**src/rtl/axis_tx_framer.sv**
```systemverilog
// AXI-Stream transmit framer: turns a byte-length descriptor plus payload words into one
// AXI-Stream frame with tkeep/tlast, a registered output stage and a transmitted-frame counter.
module axis_tx_framer #(
  parameter int unsigned DATA_WIDTH = 64,
  parameter int unsigned LEN_WIDTH  = 16,
  parameter int unsigned CNT_WIDTH  = 32
) (
  input  logic                  clk,
  input  logic                  rst_n,
  input  logic                  desc_valid,
  output logic                  desc_ready,
  input  logic [LEN_WIDTH-1:0]  desc_len,
  input  logic                  pld_valid,
  output logic                  pld_ready,
  input  logic [DATA_WIDTH-1:0] pld_data,
  output logic                  tvalid,
  output logic [DATA_WIDTH-1:0] tdata,
  output logic [DATA_WIDTH/8-1:0] tkeep,
  output logic                  tlast,
  input  logic                  tready,
  output logic                  busy,
  output logic [CNT_WIDTH-1:0]  frame_cnt,
  output logic                  zero_len_err
);

  localparam int unsigned KW = DATA_WIDTH / 8;

  localparam logic [0:0] StIdle   = 1'b0;
  localparam logic [0:0] StStream = 1'b1;

  logic [0:0]            state_q, state_d;
  logic [LEN_WIDTH-1:0]  beats_q, beats_d;
  logic [KW-1:0]         keep_last_q, keep_last_d;
  logic                  tvalid_q, tvalid_d;
  logic [DATA_WIDTH-1:0] tdata_q, tdata_d;
  logic [KW-1:0]         tkeep_q, tkeep_d;
  logic                  tlast_q, tlast_d;
  logic [CNT_WIDTH-1:0]  cnt_q, cnt_d;
  logic                  zle_q, zle_d;

  logic                  desc_fire, pld_fire, beat_done, last_beat;
  logic [LEN_WIDTH-1:0]  len_rem, n_beats;
  logic [KW-1:0]         len_keep;

  // Ready outputs are forced low while reset is asserted.
  assign desc_ready = rst_n && (state_q == StIdle);
  assign pld_ready  = rst_n && (state_q == StStream) && (!tvalid_q || tready);

  assign desc_fire = desc_valid && desc_ready;
  assign pld_fire  = pld_valid && pld_ready;
  assign beat_done = tvalid_q && tready;
  assign last_beat = (beats_q == LEN_WIDTH'(1));

  assign len_rem = desc_len % LEN_WIDTH'(KW);
  assign n_beats = desc_len / LEN_WIDTH'(KW) + LEN_WIDTH'(len_rem != '0);

  always_comb begin
    len_keep = '1;
    if (len_rem != '0) begin
      for (int i = 0; i < KW; i++) begin
        len_keep[i] = (LEN_WIDTH'(i) < len_rem);
      end
    end
  end

  always_comb begin
    state_d     = state_q;
    beats_d     = beats_q;
    keep_last_d = keep_last_q;
    tvalid_d    = tvalid_q;
    tdata_d     = tdata_q;
    tkeep_d     = tkeep_q;
    tlast_d     = tlast_q;
    zle_d       = 1'b0;
    cnt_d       = cnt_q + CNT_WIDTH'(beat_done && tlast_q);

    case (state_q)
      StIdle: begin
        if (desc_fire) begin
          if (desc_len == '0) begin
            zle_d = 1'b1;
          end else begin
            beats_d     = n_beats;
            keep_last_d = len_keep;
            state_d     = StStream;
          end
        end
      end
      StStream: begin
        if (pld_fire) begin
          beats_d = beats_q - LEN_WIDTH'(1);
          if (last_beat) state_d = StIdle;
        end
      end
      default: state_d = StIdle;
    endcase

    // A new load overrides the drain so back-to-back beats have no bubble.
    if (pld_fire) begin
      tvalid_d = 1'b1;
      tdata_d  = pld_data;
      tlast_d  = last_beat;
      tkeep_d  = last_beat ? keep_last_q : '1;
    end else if (beat_done) begin
      tvalid_d = 1'b0;
      tdata_d  = '0;
      tkeep_d  = '0;
      tlast_d  = 1'b0;
    end
  end

  always_ff @(posedge clk) begin
    if (!rst_n) begin
      state_q     <= StIdle;
      beats_q     <= '0;
      keep_last_q <= '0;
      tvalid_q    <= 1'b0;
      tdata_q     <= '0;
      tkeep_q     <= '0;
      tlast_q     <= 1'b0;
      cnt_q       <= '0;
      zle_q       <= 1'b0;
    end else begin
      state_q     <= state_d;
      beats_q     <= beats_d;
      keep_last_q <= keep_last_d;
      tvalid_q    <= tvalid_d;
      tdata_q     <= tdata_d;
      tkeep_q     <= tkeep_d;
      tlast_q     <= tlast_d;
      cnt_q       <= cnt_d;
      zle_q       <= zle_d;
    end
  end

  assign tvalid       = tvalid_q;
  assign tdata        = tdata_q;
  assign tkeep        = tkeep_q;
  assign tlast        = tlast_q;
  assign busy         = (state_q != StIdle) || tvalid_q;
  assign frame_cnt    = cnt_q;
  assign zero_len_err = zle_q;

endmodule
```
**config.mk**
```make
export PLATFORM = sky130hd
export DESIGN_NAME = axis_tx_framer
export DESIGN_NICKNAME = d
export VERILOG_FILES = /design/src/rtl/axis_tx_framer.sv
export SDC_FILE = /design/constraint.sdc
export NUM_CORES = 1
export LEC_CHECK = 0
export CAP_MARGIN = 25
export CORE_MARGIN = 8
export CORE_UTILIZATION = 41
export CTS_CLUSTER_SIZE = 12
export DETAILED_ROUTE_END_ITERATION = 12
export GPL_TIMING_DRIVEN = 0
export HOLD_SLACK_MARGIN = 0.1
export MAX_ROUTING_LAYER = met4
export PLACE_DENSITY = 0.75
export SLEW_MARGIN = 20
export SYNTH_ARGS = -nofsm -noshare
export SYNTH_HDL_FRONTEND = slang
export SYNTH_SLANG_ARGS = --single-unit
```
**constraint.sdc**
```tcl
create_clock -name clk -period 2.4 [get_ports clk]
set_input_delay 0.72 -clock clk [delete_from_list [all_inputs] [get_ports clk]]
set_output_delay 0.72 -clock clk [all_outputs]
set_load 0.01 [all_outputs]
```
==> impl_metrics.json, run 1 <==
{
  "final_cell_mix": "179 x clkdlybuf4s50_1, 131 x dfxtp_1, 114 x nor2_1, 67 x a22oi_1, 41 x nand2_1",
  "hold_class": "flop to flop",
  "port_buffers": 194,
  "cts_tree": "built",
  "synth-simple-area-share_pct": 22.6,
  "crit_slowest_cell": "dfxtp_2",
  "endpoint_kind": "output pin",
  "fmax_ghz": 0.430,
  "synth_compound_area_share_pct": 19.8,
  "syn_to_final_growth_pct": 53.5,
  "synth_fp_nets": 728,
  "period_share_pct": 96.9,
  "ctsHtreeMaxLevel": 4,
  "synth_top_family_by_area": "simple AND/OR/NAND/NOR gates",
  "yosys.area_share.xor_xnor_pct": 4.94,
  "crit_type": "flop to output pin",
  "drt_iter0_drc": 375,
  "status": "complete, no violations",
  "crit_top_cell": "clkbuf_8",
  "clock_latency_ns": 0.42,
  "postCtsHoldBufs": 0,
  "yosysTopAreaCellShare_pct": 46.6,
  "drtAntennaViolNets": 0,
  "rsz0062_at_grt": "no",
  "clockRootBuffer": "clkbuf_16",
  "synth_top_area_cell": "dfxtp_1",
  "grt_usage_pct": 21.5,
  "slowest_delay_ns": 0.35,
  "clk_pin_slew_ns": 0.05,
  "cts.path.max_buffers": 2,
  "path_cells": "clkbuf_8, clkbuf_8, or2_2, clkdlybuf4s15_1",
  "via_per_inst": 5.48,
  "fin_nets": 953,
  "cp.arrival_ns": 1.61,
  "ys_seq_elements": 132,
  "antenna_found_initial": 0,
  "p_leak_nw": 3.18,
  "dr.pass1.iters": 5,
  "rows": 43,
  "startpoint_type": "flop",
  "grt_max_degree": 17,
  "syn_avg_cell_area_um2": 8.90,
  "fp.dieH_um": 134,
  "layout_commonest_cell": "clkdlybuf4s50_1",
  "yosysWarnings": 0,
  "drive_above_1_share_pct": 12.7,
  "min_period_ns": 2.33,
  "start_util_pct": 41.5,
  "peakVddDrop_mv": 0.430,
  "hpwl_mm": 14.2,
  "io_pins": 195,
  "finalWirelength_mm": 19.2,
  "num_antenna_cells": 0,
  "gp_congestion": 0.885,
  "grt_pass1_wl_mm": 30.2,
  "cp_max_fo": 10,
  "maxCapViolCount": 0,
  "yosysSeqAreaShare_pct": 46.6,
  "ys_top_cells_by_area": "dfxtp_1 47%, a22oi_1 8.9%, nor2_1 7.7%",
  "yosysUniqueCellTypes": 59,
  "fp.dieW_um": 134,
  "synth_edf_count": 0,
  "synthAdderAreaFrac_pct": 1.32,
  "coreArea_mm2": 0.0137,
  "setup-violations-final": 0,
  "routedWlPerCell_um": 18.2,
  "fin_skew_ns": 0.00820,
  "grt_overflow_total": 0,
  "hold_viol": 0,
  "vias": 5786,
  "pwr_density_cell_mw_per_mm2": 681,
  "synthArstFlopShare_pct": 0,
  "grt_pass1_vias": 5997,
  "synthCells": 637,
  "drc_errors": 0,
  "slew_viol_final": 0,
  "clock-sinks": 132,
  "relSlewSlack_pct": 51.0,
  "tightestPinTransition_ns": 0.728,
  "die_area_mm2": 0.0178,
  "whs_ns": 0.459,
  "required_ns": 1.68,
  "cts_made_buffers": 17,
  "netlist_area_mm2": 0.00567,
  "muxShareOfSynthArea_pct": 0.177,
  "synth_ff_type": "dfxtp_1",
  "power_w": 0.00593
}
-- worst max-delay path: cells and delay by family (launching register included) --
kind | cells | cell delay (ns)
simple gates | 1 | 0.27
buf+inv | 3 | 0.58
flops | 1 | 0.35
-- cells in the mapped netlist, types with 3 or more instances --
| cell type | number |
|---|---|
| a221oi_2 | 3 |
| nor4_1 | 9 |
| o21ai_1 | 5 |
| dfxtp_1 | 132 |
| o211ai_1 | 4 |
| and3_1 | 13 |
| nand4_1 | 11 |
| a21oi_1 | 19 |
| a32o_1 | 6 |
| o22ai_1 | 8 |
| o21ai_0 | 21 |
| xnor2_1 | 17 |
| nor2_1 | 116 |
| or3_1 | 5 |
| buf_2 | 3 |
| nand2b_1 | 5 |
| o31ai_1 | 3 |
| or2_2 | 3 |
| buf_6 | 4 |
| a311oi_1 | 4 |
| inv_1 | 8 |
| xor2_1 | 15 |
| and2_1 | 5 |
| nor3_1 | 5 |
| o21bai_1 | 3 |
| clkbuf_1 | 33 |
| nand2_1 | 43 |
| a22oi_1 | 67 |
| nand3_1 | 19 |
| ha_1 | 6 |
| and4_1 | 4 |
| a211oi_1 | 4 |
-- routing by layer --
layer  GRT usage (%)  routed length (um)  up-vias  part of all wire, %
li1                -                   -     2755                    -
met2            35.2                9330      221                   49
met4            7.55                 366        0                  1.9
met5               -                   0        -                    0
met1            22.9                7780     2783                   41
met3            9.22                1700       27                  8.9
-- kinds of logic after synthesis --
group / Yosys count
xor gates and xnor gates: 32
buffers and inverters: 51
muxes: 1
DFF: 132
and+or+nand+nor: 258
AOI/OAI and AO/OA: 157
adders and majority gates: 6
-- state kept, by name, indices dropped and copies added (netlist names) --
signal / count
state_q: 1
keep_last_q: 8
tkeep: 8
tvalid: 1
beats_q: 16
tdata: 64
zero_len_err: 1
tlast: 1
frame_cnt: 32
-- through the flow --
stage          instances  setup TNS (ns)  cell area [um^2]  setup slack (ns)  util (%)
5_1_grt             1055               0              8700           0.00258      63.7
2_1_floorplan        637         -0.0257              5720           -0.0224         -
3_5_place_dp        1011          -78.70              7890            -0.874      57.7
4_1_cts             1048          -0.156              8600           -0.0771      63.0
3_3_place_gp        1011          -69.78              7890            -0.753      57.7
6_report            1055               0              8700            0.0740      63.7
-- final cells by class --
class	count	area (um^2)
buffer	42	275
timing repair buffer	207	2030
inverter	8	30.0
fill	1157	4960
clock buffer	20	437
multi-input combinational	454	2880
clock inverter	12	180
tap	180	225
sequential	132	2640
-- what timing repair did --
action	4_1_cts	5_1_grt
endpoints found under the setup margin	103	95
resized for setup	43	26
setup buffers	6	7
pin swaps	4	4
cloned	0	0
-- power by group --
part / leakage, nW / switching (W) / internal, W / total [W]
registers: 1.07 / 0.0000669 / 0.00228 / 0.00234
logic: 1.81 / 0.000439 / 0.000428 / 0.000867
clock network: 0.295 / 0.000974 / 0.00174 / 0.00271
-- path summary, 6_finish.rpt --
check	from	end	slack, ns	cells after the start
min reg2reg	tkeep[6]	tkeep[6]	0.46	2
max	state_q	busy	0.07	4
max reg2reg	beats_q[4]	beats_q[14]	0.22	5
min	tkeep[6]	tkeep[6]	0.46	2
Note: power is estimated with default switching activity, not from simulation.
==> run 2, diff against run 1 <==
--- a/config.mk
+++ b/config.mk
@@ -10,7 +10,6 @@
 export CORE_UTILIZATION = 41
 export CTS_CLUSTER_SIZE = 12
 export DETAILED_ROUTE_END_ITERATION = 12
-export GPL_TIMING_DRIVEN = 0
 export HOLD_SLACK_MARGIN = 0.1
 export MAX_ROUTING_LAYER = met4
 export PLACE_DENSITY = 0.75
==> run 2 against run 1 <==
Compared with the run above:
- final area grew 1.4%
- register-to-register slack gained 0.15 ns
- setup slack lost 0.015 ns
- combinational power grew 2%
- via count shrank 2.1%
- clock power grew 10%
- clock skew grew 0.00051 ns
- die area is the same
- utilization grew 0.89 points
- total power grew 4.7%
- fmax shrank 0.64%
- flip-flop and latch count is the same
==> impl_metrics.json, run 2 (synthesis results as in run 1) <==
{
  "rows": 43,
  "setup-violations-final": 0,
  "drtAntennaViolNets": 0,
  "routedWlPerCell_um": 17.5,
  "fmax_ghz": 0.427,
  "vias": 5663,
  "clk_pin_slew_ns": 0.06,
  "start_util_pct": 41.5,
  "fin_util_pct": 64.6,
  "postCtsHoldBufs": 0,
  "min_period_ns": 2.34,
  "drt_iter0_drc": 633,
  "crit_type": "input pin to flop",
  "whs_ns": 0.454,
  "ff2ff_path_depth": 5,
  "clock_latency_ns": 0.42,
  "fin_skew_ns": 0.00871,
  "tightestPinTransition_ns": 0.506,
  "layout_commonest_cell": "clkdlybuf4s50_1",
  "instances_no_fill": 1051,
  "cp_max_fo": 6,
  "p_leak_nw": 3.21,
  "port_buffers": 194,
  "path_cells": "clkdlybuf4s50_1, or4_4, nor4_4, a21oi_2, buf_4, o22ai_2, a32o_1",
  "syn_to_final_growth_pct": 55.7,
  "fp.dieH_um": 134,
  "crit_slowest_cell": "or4_4",
  "postCtsSetupBuffers": 0,
  "cts_tree": "built",
  "finalWirelength_mm": 18.4,
  "via_per_inst": 5.39,
  "num_antenna_cells": 0,
  "relSlewSlack_pct": 65.9,
  "whs_path_depth": 2,
  "antenna_found_initial": 0,
  "post-place-cells": 1020,
  "fp.dieW_um": 134,
  "peakVddDrop_mv": 0.743,
  "status": "complete, no violations",
  "slew_viol_final": 0,
  "power_w": 0.00621,
  "startpoint_type": "input pin",
  "dr.pass1.iters": 6,
  "final_cell_mix": "192 x clkdlybuf4s50_1, 131 x dfxtp_1, 114 x nor2_1, 67 x a22oi_1, 48 x buf_4",
  "fin_nets": 950,
  "period_share_pct": 97.5,
  "grt_pass1_vias": 5768,
  "hold_viol": 0,
  "gp_congestion": 0.923,
  "grt_usage_pct": 20.8,
  "drive_above_1_share_pct": 13.8,
  "maxCapViolCount": 0,
  "grt_pass1_wl_mm": 29.2,
  "ctsHtreeMaxLevel": 4,
  "io_pins": 195,
  "hold_class": "flop to flop",
  "grt_overflow_total": 0,
  "required_ns": 2.75,
  "cts.path.max_buffers": 2,
  "cts_made_buffers": 17,
  "slowest_delay_ns": 0.55,
  "drc_errors": 0,
  "largest_reg_flops": 64,
  "hpwl_mm": 13.2,
  "endpoint_kind": "flop",
  "coreArea_mm2": 0.0137,
  "die_area_mm2": 0.0178,
  "cp.arrival_ns": 2.70,
  "clock-sinks": 132,
  "clockRootBuffer": "clkbuf_16",
  "pwr_density_cell_mw_per_mm2": 703,
  "grt_max_degree": 60
}
## run 2: cell types whose count changed in the layout (fill, tap and decap cells not counted), moves of 4 or more
cell | before | now
buf_2 | 5 | 1
dlygate4sd2_1 | 6 | 0
buf_4 | 14 | 48
dlymetal6s2s_1 | 4 | 0
buf_6 | 5 | 0
clkbuf_1 | 22 | 1
clkdlybuf4s50_1 | 179 | 192
clkbuf_2 | 9 | 0
## run 2: area by class of cell
class,count,area (um^2)
inverters,8,31.3
repair buffers,246,2380
clock inverters,11,223
well taps,180,225
multi-input cells,454,2870
fillers,1120,4840
flip-flops and latches,132,2640
clock buffers,20,457
## run 2: worst paths after layout
path                startpoint           to  slack [ns]
setup / recovery  desc_len[15]  beats_q[10]        0.06
hold / removal        tkeep[3]     tkeep[3]        0.45
setup reg to reg   beats_q[10]        tlast        0.37
hold reg to reg       tkeep[3]     tkeep[3]        0.45
## run 2: worst max-delay path, delay by kind of cell
kind | cells | cell delay, ns
AND/OR/NAND/NOR | 2 | 0.87
buffers and inverters | 2 | 0.62
AO/OA/AOI/OAI | 3 | 0.48
## run 2: repair_timing
item | in CTS | in global routing
endpoints found under the setup margin | 2 | 23
resized for setup | 4 | 12
hold endpoints to repair | 0 | 0
## run 2: per-layer routing
metal | routed length, um | vias to the layer above | part of all wire (%) | track usage [%]
met5 | 0 | - | 0 | -
li1 | - | 2741 | - | -
met4 | 229 | 0 | 1.2 | 5.93
met1 | 7400 | 2700 | 40 | 22.8
met3 | 1780 | 17 | 9.6 | 9.45
met2 | 9030 | 205 | 49 | 33.3
## run 2: report_power, final
part / switching [W] / leakage (nW) / internal [W] / total [W]
combinational: 0.000436 / 1.82 / 0.000446 / 0.000882
clock: 0.000971 / 0.327 / 0.00201 / 0.00298
sequential: 0.0000685 / 1.07 / 0.00228 / 0.00234
## run 2: metrics by stage
stage          area [um^2]  worst slack [ns]   TNS, ns
2_1_floorplan         5720           -0.0224   -0.0257
3_3_place_gp          8110            -0.364    -20.04
3_5_place_dp          8110            -0.408    -22.83
4_1_cts               8790           0.00814         0
5_1_grt               8820          -0.00174  -0.00174
6_report              8820            0.0590         0
